<file path="config.mk">
export PLATFORM = sky130hd
export DESIGN_NAME = hex_display_ctrl_flat
export DESIGN_NICKNAME = d
export VERILOG_FILES = /design/src/rtl/hex_display_ctrl_if.sv /design/src/rtl/hex_display_ctrl.sv /design/src/flat_wrapper.sv
export SDC_FILE = /design/constraint.sdc
export NUM_CORES = 1
export LEC_CHECK = 0
export CELL_PAD_IN_SITES_DETAIL_PLACEMENT = 1
export CELL_PAD_IN_SITES_GLOBAL_PLACEMENT = 2
export CORE_MARGIN = 5
export CORE_UTILIZATION = 35
export CTS_CLUSTER_SIZE = 16
export DETAILED_ROUTE_END_ITERATION = 7
export GPL_ROUTABILITY_DRIVEN = 0
export PLACE_DENSITY = 0.92
export SLEW_MARGIN = 0
export SYNTH_ARGS = -nofsm -noshare
export SYNTH_HDL_FRONTEND = slang
export SYNTH_SLANG_ARGS = --single-unit
</file>
<file path="constraint.sdc">
create_clock -name clk -period 4.2 [get_ports clk]
set_clock_uncertainty 0.1 [all_clocks]
set_input_delay 0.42 -clock clk [delete_from_list [all_inputs] [get_ports clk]]
set_output_delay 0.42 -clock clk [all_outputs]
set_load 0.03 [all_outputs]
</file>
<file path="src/rtl/hex_display_ctrl_if.sv">
// Avalon-MM slave bus for the hex display controller: word address,
// write/read strobes, fixed read latency of one cycle, no waitrequest.
interface hex_display_ctrl_if;
  logic [2:0]  address;
  logic        write;
  logic [31:0] writedata;
  logic        read;
  logic [31:0] readdata;

  modport master (output address, write, writedata, read, input readdata);
  modport slave  (input address, write, writedata, read, output readdata);
endinterface

</file>
<file path="src/rtl/hex_display_ctrl.sv">
// Six-digit seven-segment controller with blink, scroll and per-position
// blanking, driven by a divided display tick and an Avalon-MM register file.
module hex_display_ctrl #(
  parameter int TICK_DIV = 12500000
) (
  input  logic               clk,
  input  logic               reset_n,
  hex_display_ctrl_if.slave  bus,
  output logic [6:0]         hex0,
  output logic [6:0]         hex1,
  output logic [6:0]         hex2,
  output logic [6:0]         hex3,
  output logic [6:0]         hex4,
  output logic [6:0]         hex5
);
  localparam int CW = $clog2(TICK_DIV);
  localparam logic [CW-1:0] CNT_MAX = CW'(TICK_DIV - 1);

  logic [15:0]   digits_lo_reg;
  logic [7:0]    digits_hi_reg;
  logic          en_reg, blink_reg, scroll_reg;
  logic [5:0]    blank_reg;
  logic [CW-1:0] cnt_reg, cnt_next;
  logic          phase_reg, phase_next;
  logic [2:0]    offset_reg, offset_next;
  logic [31:0]   readdata_reg, rd_mux;
  logic [6:0]    hex_reg [6];
  logic [6:0]    hex_next [6];
  logic [3:0]    digit [6];

  logic wr_ctrl, tick, en_next, blink_next, scroll_next;
  logic unused_wd;

  function automatic logic [6:0] seg7(input logic [3:0] n);
    case (n)
      4'h0: seg7 = 7'h40;  4'h1: seg7 = 7'h79;  4'h2: seg7 = 7'h24;  4'h3: seg7 = 7'h30;
      4'h4: seg7 = 7'h19;  4'h5: seg7 = 7'h12;  4'h6: seg7 = 7'h02;  4'h7: seg7 = 7'h78;
      4'h8: seg7 = 7'h00;  4'h9: seg7 = 7'h10;  4'hA: seg7 = 7'h08;  4'hB: seg7 = 7'h03;
      4'hC: seg7 = 7'h46;  4'hD: seg7 = 7'h21;  4'hE: seg7 = 7'h06;  default: seg7 = 7'h0E;
    endcase
  endfunction

  assign unused_wd = &{1'b0, bus.writedata[31:16]};

  // A CTRL write landing in the tick cycle wins: phase/offset see the new bits.
  assign wr_ctrl     = bus.write && (bus.address == 3'd2);
  assign en_next     = wr_ctrl ? bus.writedata[0] : en_reg;
  assign blink_next  = wr_ctrl ? bus.writedata[1] : blink_reg;
  assign scroll_next = wr_ctrl ? bus.writedata[2] : scroll_reg;

  assign tick     = en_reg && (cnt_reg == CNT_MAX);
  assign cnt_next = (!en_reg || tick) ? '0 : cnt_reg + 1'b1;

  assign phase_next  = (en_next && blink_next) ? (phase_reg ^ tick) : 1'b0;
  assign offset_next = !(en_next && scroll_next) ? 3'd0 :
                       !tick                     ? offset_reg :
                       (offset_reg == 3'd5)      ? 3'd0 : offset_reg + 3'd1;

  always_comb begin
    rd_mux = '0;
    case (bus.address)
      3'd0:    rd_mux = {16'd0, digits_lo_reg};
      3'd1:    rd_mux = {24'd0, digits_hi_reg};
      3'd2:    rd_mux = {18'd0, blank_reg, 5'd0, scroll_reg, blink_reg, en_reg};
      3'd3:    rd_mux = {25'd0, offset_reg, 3'd0, phase_reg};
      default: rd_mux = '0;
    endcase
  end

  genvar gi;
  generate
    for (gi = 0; gi < 4; gi++) begin : g_dig_lo
      assign digit[gi] = digits_lo_reg[4*gi +: 4];
    end
    for (gi = 0; gi < 2; gi++) begin : g_dig_hi
      assign digit[gi+4] = digits_hi_reg[4*gi +: 4];
    end
    // Position gi shows digit (gi + offset) mod 6; blanking is by position.
    for (gi = 0; gi < 6; gi++) begin : g_pos
      logic [3:0] sum;
      logic [2:0] idx;
      assign sum = 4'(gi) + {1'b0, offset_reg};
      assign idx = (sum >= 4'd6) ? 3'(sum - 4'd6) : sum[2:0];
      assign hex_next[gi] = (!en_reg || (blink_reg && phase_reg) || blank_reg[gi])
                            ? 7'h7F : seg7(digit[idx]);
    end
  endgenerate

  always_ff @(posedge clk or negedge reset_n) begin
    if (!reset_n) begin
      digits_lo_reg <= '0;
      digits_hi_reg <= '0;
      en_reg        <= 1'b0;
      blink_reg     <= 1'b0;
      scroll_reg    <= 1'b0;
      blank_reg     <= '0;
      cnt_reg       <= '0;
      phase_reg     <= 1'b0;
      offset_reg    <= '0;
      readdata_reg  <= '0;
      for (int i = 0; i < 6; i++) hex_reg[i] <= 7'h7F;
    end else begin
      if (bus.write) begin
        case (bus.address)
          3'd0: digits_lo_reg <= bus.writedata[15:0];
          3'd1: digits_hi_reg <= bus.writedata[7:0];
          3'd2: begin
            en_reg     <= bus.writedata[0];
            blink_reg  <= bus.writedata[1];
            scroll_reg <= bus.writedata[2];
            blank_reg  <= bus.writedata[13:8];
          end
          default: ;
        endcase
      end
      if (bus.read) readdata_reg <= rd_mux;
      cnt_reg    <= cnt_next;
      phase_reg  <= phase_next;
      offset_reg <= offset_next;
      for (int i = 0; i < 6; i++) hex_reg[i] <= hex_next[i];
    end
  end

  assign bus.readdata = readdata_reg;
  assign hex0 = hex_reg[0];
  assign hex1 = hex_reg[1];
  assign hex2 = hex_reg[2];
  assign hex3 = hex_reg[3];
  assign hex4 = hex_reg[4];
  assign hex5 = hex_reg[5];
endmodule

</file>
<file path="src/flat_wrapper.sv">
// flat-port wrapper written by rule: the top's interface ports become plain ports
module hex_display_ctrl_flat 
#(
  parameter int TICK_DIV = 12500000
)
  (clk, reset_n, hex0, hex1, hex2, hex3, hex4, hex5, bus_address, bus_write, bus_writedata, bus_read, bus_readdata);
  hex_display_ctrl_if bus_i ();
  input  logic clk;
  input  logic reset_n;
  output logic [6:0] hex0;
  output logic [6:0] hex1;
  output logic [6:0] hex2;
  output logic [6:0] hex3;
  output logic [6:0] hex4;
  output logic [6:0] hex5;
  input wire logic [$bits(bus_i.address)-1:0] bus_address;
  input wire logic [$bits(bus_i.write)-1:0] bus_write;
  input wire logic [$bits(bus_i.writedata)-1:0] bus_writedata;
  input wire logic [$bits(bus_i.read)-1:0] bus_read;
  output wire logic [$bits(bus_i.readdata)-1:0] bus_readdata;
  assign bus_i.address = bus_address;
  assign bus_i.write = bus_write;
  assign bus_i.writedata = bus_writedata;
  assign bus_i.read = bus_read;
  assign bus_readdata = bus_i.readdata;
  hex_display_ctrl #(.TICK_DIV(TICK_DIV)) u_core (.clk(clk), .reset_n(reset_n), .bus(bus_i), .hex0(hex0), .hex1(hex1), .hex2(hex2), .hex3(hex3), .hex4(hex4), .hex5(hex5));
endmodule
</file>
==> flow_summary.json, run 1 <==
{
  "die_area_sq_um": 24700,
  "drive_above_1_share_pct": 18.2,
  "worstSkewPairLatency_ns": 0.42,
  "synth.avg_cell_area_sq_um": 9.98,
  "largest_reg_flops": 24,
  "core_sq_um": 21200,
  "maxCapViolations": 0,
  "synthTopCellsByArea": "dfrtp_1 (25%), dfstp_2 (15%), mux2_2 (7.3%)",
  "clkTransAtPathRegs_ns": 0.06,
  "cts_resized": 0,
  "peakVddDrop_v": 0.000301,
  "timing.hold.ws_ns": 0.0286,
  "initialDrtViolationCount": 259,
  "yosysTopAreaCell": "dfrtp_1",
  "clockBufferDepth": 2,
  "fmax_mhz": 280,
  "worstMarginPinSlew_ns": 0.929,
  "grt.met1_usage_pct": 20.2,
  "grt-ovfl-total": 0,
  "cp-end-kind": "flop",
  "stdcell_count": 1126,
  "port-buffer-count": 80,
  "worst_path_dominant_cell_family": "compound AO/OA/AOI/OAI gates",
  "grt_usage_pct": 16.7,
  "fin_nets": 922,
  "finalMaxSlewViolations": 0,
  "grt_use_met3_pct": 4.40,
  "cts_hold_buffers": 0,
  "yosysSeqAreaShare_pct": 40.0,
  "post-cts-setup-buffers": 0,
  "yosysMostFrequentCell": "dfrtp_1",
  "layout_min_cycle_time_ns": 3.57,
  "synth_edf_count": 0,
  "cellPowerDensity_nw_per_um2": 500,
  "io-pin-count": 113,
  "yosysTopAreaCellShare_pct": 25.4,
  "relSlewSlack_pct": 38.1,
  "vias": 5954,
  "post_dp_cell_area_sq_um": 8600,
  "critPathBufInv": 2,
  "grtUsageMet2_pct": 28.8,
  "grt_max_degree": 74,
  "crit_path_top_delay_cell": "ha_1",
  "tns_ns": 0,
  "worstPathCellList": "inv_1, ha_1, and2_1, a31oi_1, nand2_1, mux2i_1, a21oi_1, inv_1, ha_1, mux2i_1, nor4_1, a41oi_1",
  "drc": 0,
  "finalHoldViolCount": 0,
  "grt_most_used_layer": "met2",
  "ys_async_sr_fraction_pct": 100,
  "postSynthCellCount": 760,
  "status": "finished clean",
  "setup_viol_count_final": 0,
  "hold_class": "input port to async pin",
  "synth.ff_latch_count": 119,
  "n_antenna_cell": 0,
  "max_stage_delay_ns": 0.51,
  "syn_to_final_growth_pct": 21.4,
  "grt_pass1_wl_um": 32700,
  "arrival_ns": 3.80,
  "die_x_um": 157,
  "cts_tree": "yes",
  "cts_root_buffer": "clkbuf_16",
  "initial_core_util_pct": 35.9,
  "ys_warn_count": 0,
  "stdcell_area_sq_um": 9210,
  "p_total_mw": 4.61,
  "fillerInstances": 2355,
  "post-route-util_pct": 43.5,
  "synth.cell_area_sq_um": 7580,
  "wl_per_cell_um": 17.9,
  "synth_flop_cell": "dfrtp_1",
  "synth_common_cells": "dfrtp_1 (77), nor2_1 (67), nand2_1 (58), mux2i_1 (53), mux2_2 (49)",
  "antenna_found_initial": 0,
  "yosysUniqueCellTypes": 63,
  "firstDrtPassIters": 4,
  "die_y_um": 157,
  "regArea_sq_um": 3030,
  "wirelength_um": 20100,
  "viasPerCell": 5.29,
  "num_rows": 53,
  "dpl_worst_slack_ns": 0.652,
  "grt_setup_unrepaired": "no",
  "place_inst": 1095,
  "leakagePower_nw": 3.81,
  "cts_buffers": 17,
  "fin_ws_ns": 0.631,
  "clock_sinks": 119,
  "grt_pass1_vias": 6170,
  "htreeDepth": 4,
  "critPathKind": "flop to flop",
  "required_ns": 4.43,
  "fin_crit_sh_pct": 85.0,
  "start_kind": "flop",
  "multi_input_area_sq_um": 4120,
  "dp_hpwl_um": 14300,
  "antenna_left": 0,
  "path_max_fanout": 15
}
-- layout by cell type, fill, tap and decap left out, types with 17 or more instances in the layout --
master / synthesis / final
dfrtp_1: 77 / 77
nand2_1: 58 / 58
inv_1: 46 / 46
o21ai_0: 17 / 17
nand3_1: 20 / 20
dfstp_2: 42 / 42
ha_1: 44 / 44
mux2_2: 49 / 49
nor2_1: 67 / 67
clkdlybuf4s50_1: 0 / 79
mux2i_1: 53 / 53
a21oi_1: 26 / 26
buf_4: 17 / 19
o22ai_1: 25 / 25
clkbuf_16: 0 / 17
-- cell type report --
class	instances	area share [%]
multi-input cells	557	44.7
well taps	275	3.74
repair buffers	98	10.1
clock buffers	25	5.38
inverters	46	1.87
clock inverters	6	1.26
flip-flops and latches	119	32.9
-- power by group --
part           switching [mW]  leakage, nW  internal, mW  total, mW
clock network           0.511        0.298         0.995       1.51
logic                   0.941         2.07         0.626       1.57
registers               0.127         1.44          1.41       1.53
total                    1.58         3.81          3.03       4.61
-- worst reg2reg max path, stage by stage (launching register included) --
cell     delay [ns]
dfrtp_1        0.50
inv_1          0.08
ha_1           0.51
and2_1         0.26
a31oi_1        0.34
nand2_1        0.20
mux2i_1        0.16
a21oi_1        0.36
inv_1          0.19
ha_1           0.34
mux2i_1        0.16
nor4_1         0.06
a41oi_1        0.22
-- final timing paths --
path	slack, ns	from	cells after the start	endpoint
hold reg to reg	0.39	u_core.cnt_reg[0]	1	u_core.cnt_reg[0]
setup reg to reg	0.63	u_core.offset_reg[0]	12	u_core.hex1[3]
max in group asynchronous	3.03	reset_n	2	u_core.hex4[1]
setup / recovery	0.63	u_core.offset_reg[0]	12	u_core.hex1[3]
hold / removal	0.03	reset_n	1	u_core.cnt_reg[11]
min in group clk	0.39	u_core.cnt_reg[0]	1	u_core.cnt_reg[0]
-- cell families (layout without fill, tap and decap cells) --
logic type	count (synthesis)	count (layout)	synth area share, %
buffers and inverters	99	175	6.50
xor gates and xnor gates	28	28	3.48
adders and majority gates	44	44	7.26
and+or+nand+nor	205	205	12.5
AOI/OAI and AO/OA	158	158	14.8
other	1	16	0.0494
DFF	119	119	40.0
muxes	106	106	15.5
-- metal layers --
layer | routed length [um] | vias up | part of all wire, %
met5 | 0 | - | 0
met4 | 408 | 0 | 2.0
met3 | 799 | 34 | 4.0
met2 | 10000 | 105 | 50
met1 | 8880 | 2978 | 44
li1 | - | 2837 | -
Note: power is estimated with default switching activity, not from simulation.
==> inputs of run 2 (changes only) <==
--- a/config.mk
+++ b/config.mk
@@ -8,11 +8,11 @@
 export CELL_PAD_IN_SITES_DETAIL_PLACEMENT = 1
 export CELL_PAD_IN_SITES_GLOBAL_PLACEMENT = 2
 export CORE_MARGIN = 5
-export CORE_UTILIZATION = 35
+export CORE_UTILIZATION = 32
 export CTS_CLUSTER_SIZE = 16
 export DETAILED_ROUTE_END_ITERATION = 7
 export GPL_ROUTABILITY_DRIVEN = 0
-export PLACE_DENSITY = 0.92
+export PLACE_DENSITY = 0.89
 export SLEW_MARGIN = 0
 export SYNTH_ARGS = -nofsm -noshare
 export SYNTH_HDL_FRONTEND = slang
==> constraint.sdc (replaced) <==
create_clock -name clk -period 3 [get_ports clk]
set_clock_uncertainty 0.1 [all_clocks]
set_input_delay 0.3 -clock clk [delete_from_list [all_inputs] [get_ports clk]]
set_output_delay 0.3 -clock clk [all_outputs]
set_load 0.03 [all_outputs]
==> run 2 against run 1 <==
  * Hold slack gained 0.29 ns
  * Cell area grew 5.4%
  * Die area grew 8.8%
  * Final cell count grew 7.4%
  * Sequential cell count is the same
  * Register-to-register slack lost 0.56 ns
  * Clock power grew 27%
  * Sequential power grew 41%
  * Critical path depth shrank 2
  * Via count grew 3.4%
  * Clock-buffer cell count shrank 5
==> flow_summary.json, run 2 (synthesis results as in run 1) <==
{
  "syn_to_final_growth_pct": 28.0,
  "status": "finished clean",
  "relSlewSlack_pct": 53.4,
  "io-pin-count": 113,
  "hold_class": "input port to async pin",
  "antenna_found_initial": 0,
  "cellPowerDensity_nw_per_um2": 658,
  "fillerInstances": 2638,
  "firstDrtPassIters": 5,
  "combPwrFrac_pct": 36.2,
  "fmax_mhz": 341,
  "clockPowerShare_pct": 30.1,
  "dp_hpwl_um": 15500,
  "fin_ws_ns": 0.0703,
  "num_rows": 56,
  "die_x_um": 164,
  "dpl_worst_slack_ns": -0.00831,
  "path_max_fanout": 14,
  "worst_path_dominant_cell_family": "compound AO/OA/AOI/OAI gates",
  "antenna_left": 0,
  "viasPerCell": 5.09,
  "largest_reg_flops": 24,
  "required_ns": 3.22,
  "maxCapViolations": 0,
  "clockBufferDepth": 2,
  "die_y_um": 164,
  "grt_setup_unrepaired": "yes",
  "fin_crit_sh_pct": 97.7,
  "setup_viol_count_final": 0,
  "cp-end-kind": "flop",
  "wirelength_um": 22000,
  "final_cell_mix": "clkdlybuf4s50_1 (79), dfrtp_1 (75), nor2_1 (67)",
  "vias": 6155,
  "start_kind": "flop",
  "worstMarginPinSlew_ns": 0.696,
  "arrival_ns": 3.15,
  "finalHoldViolCount": 0,
  "fin_nets": 960,
  "cts_tree": "yes",
  "port-buffer-count": 80,
  "drive_above_1_share_pct": 25.3,
  "max_stage_delay_ns": 0.48,
  "wl_per_cell_um": 18.2,
  "final_common_cell": "clkdlybuf4s50_1",
  "initial_core_util_pct": 32.4,
  "worstSkewPairLatency_ns": 0.43,
  "cts_root_buffer": "clkbuf_16",
  "grt_pass1_wl_um": 34800,
  "p_total_mw": 6.39,
  "core_sq_um": 23400,
  "htreeDepth": 4,
  "n_antenna_cell": 0,
  "initialDrtViolationCount": 274,
  "crit_path_top_delay_cell": "dfrtp_2",
  "grt_pass1_vias": 6462,
  "post_dp_cell_area_sq_um": 8970,
  "critPathBufInv": 2,
  "die_area_sq_um": 26900,
  "pwr-share-seq_pct": 33.7,
  "cts_buffers": 17,
  "tns_ns": 0,
  "peakVddDrop_v": 0.000338,
  "crit_top_cell": "buf_4",
  "worstPathCellList": "ha_4, xor2_1, buf_4, buf_4, a211oi_1, o21ai_0, a31o_2, mux2i_1, nor4_1, a41oi_1",
  "internal_power_mw": 4.03,
  "stdcell_area_sq_um": 9710,
  "finalMaxSlewViolations": 0,
  "swShare_pct": 37.0,
  "critPathKind": "flop to flop",
  "leakagePower_nw": 3.98,
  "clkTransAtPathRegs_ns": 0.07,
  "drc": 0,
  "grt-ovfl-total": 0,
  "grt_usage_pct": 16.3,
  "layout_min_cycle_time_ns": 2.93,
  "clock_sinks": 119,
  "p_switching_mw": 2.36,
  "grt_max_degree": 46,
  "post-route-util_pct": 41.5
}
-- run 2: changes by cell type in the layout (fill, tap and decap cells not counted), sizes merged --
cell / previous run / this run
inv: 46 / 51
buf: 19 / 55
bufinv: 3 / 0
dlygate4sd3: 0 / 1
clkbuf: 25 / 21
clkinv: 3 / 2
clkinvlp: 0 / 5
-- run 2: power groups by stage --
stage,sequential (mW),combinational [mW],clock (mW)
6_report,2.16,2.31,1.92
5_1_grt,2.19,2.52,2.05
4_1_cts,2.16,2.30,1.97
3_5_place_dp,2.18,2.27,0
3_3_place_gp,2.17,2.23,0
2_1_floorplan,2.47,1.15,0
-- run 2: final timing paths --
path                                 startpoint                endpoint  slack, ns  depth (start not counted)
min reg2reg                   u_core.cnt_reg[0]       u_core.cnt_reg[0]       0.40                          1
max in group asynchronous               reset_n          u_core.hex0[3]       1.72                          3
max                        u_core.offset_reg[1]          u_core.hex1[3]       0.07                         10
min                                     reset_n  u_core.bus.readdata[5]       0.31                          2
max reg2reg                u_core.offset_reg[1]          u_core.hex1[3]       0.07                         10
min in group clk              u_core.cnt_reg[0]       u_core.cnt_reg[0]       0.40                          1
-- run 2: worst reg2reg max path: cells and delay by family (launching register included) --
kind	cells	cell delay, ns
xor+xnor	1	0.17
buf+inv	2	0.35
flops	1	0.48
mux	1	0.16
simple gates	1	0.29
compound gates	4	1.05
fa+ha+maj	1	0.22
-- run 2: stage by stage --
stage,hold slack (ns),instances
4_1_cts,0.328,1196
6_report,0.314,1209
5_1_grt,0.368,1209
3_5_place_dp,0.240,1163
3_3_place_gp,0.239,1163
2_1_floorplan,-0.0956,775
-- run 2: layout make-up --
type / instances / area [sq um] / share of cell area (%)
inverter: 46 / 175 / 1.80
timing repair buffer: 136 / 1280 / 13.1
sequential: 119 / 3030 / 31.2
multi-input combinational: 557 / 4280 / 44.1
tap: 319 / 399 / 4.11
clock inverter: 12 / 91.3 / 0.941
clock buffer: 20 / 457 / 4.70
-- run 2: metal layers --
| metal | part of all wire [%] | vias up | track usage (%) |
|---|---|---|---|
| met1 | 44 | 3087 | 20.4 |
| met2 | 51 | 111 | 28.6 |
| li1 | - | 2931 | - |
| met4 | 1.7 | 0 | 4.46 |
| met5 | 0 | - | 0 |
| met3 | 3.4 | 26 | 3.26 |
-- run 2: repair_timing --
| action | 4_1_cts | 5_1_grt |
|---|---|---|
| resized for setup | 1 | 17 |
| endpoints found under the setup margin | 2 | 21 |
| setup buffers | 0 | 12 |
| cloned | 0 | 1 |
| hold buffers | 1 | 0 |
| pin swaps | 0 | 4 |
| hold endpoints to repair | 37 | 0 |
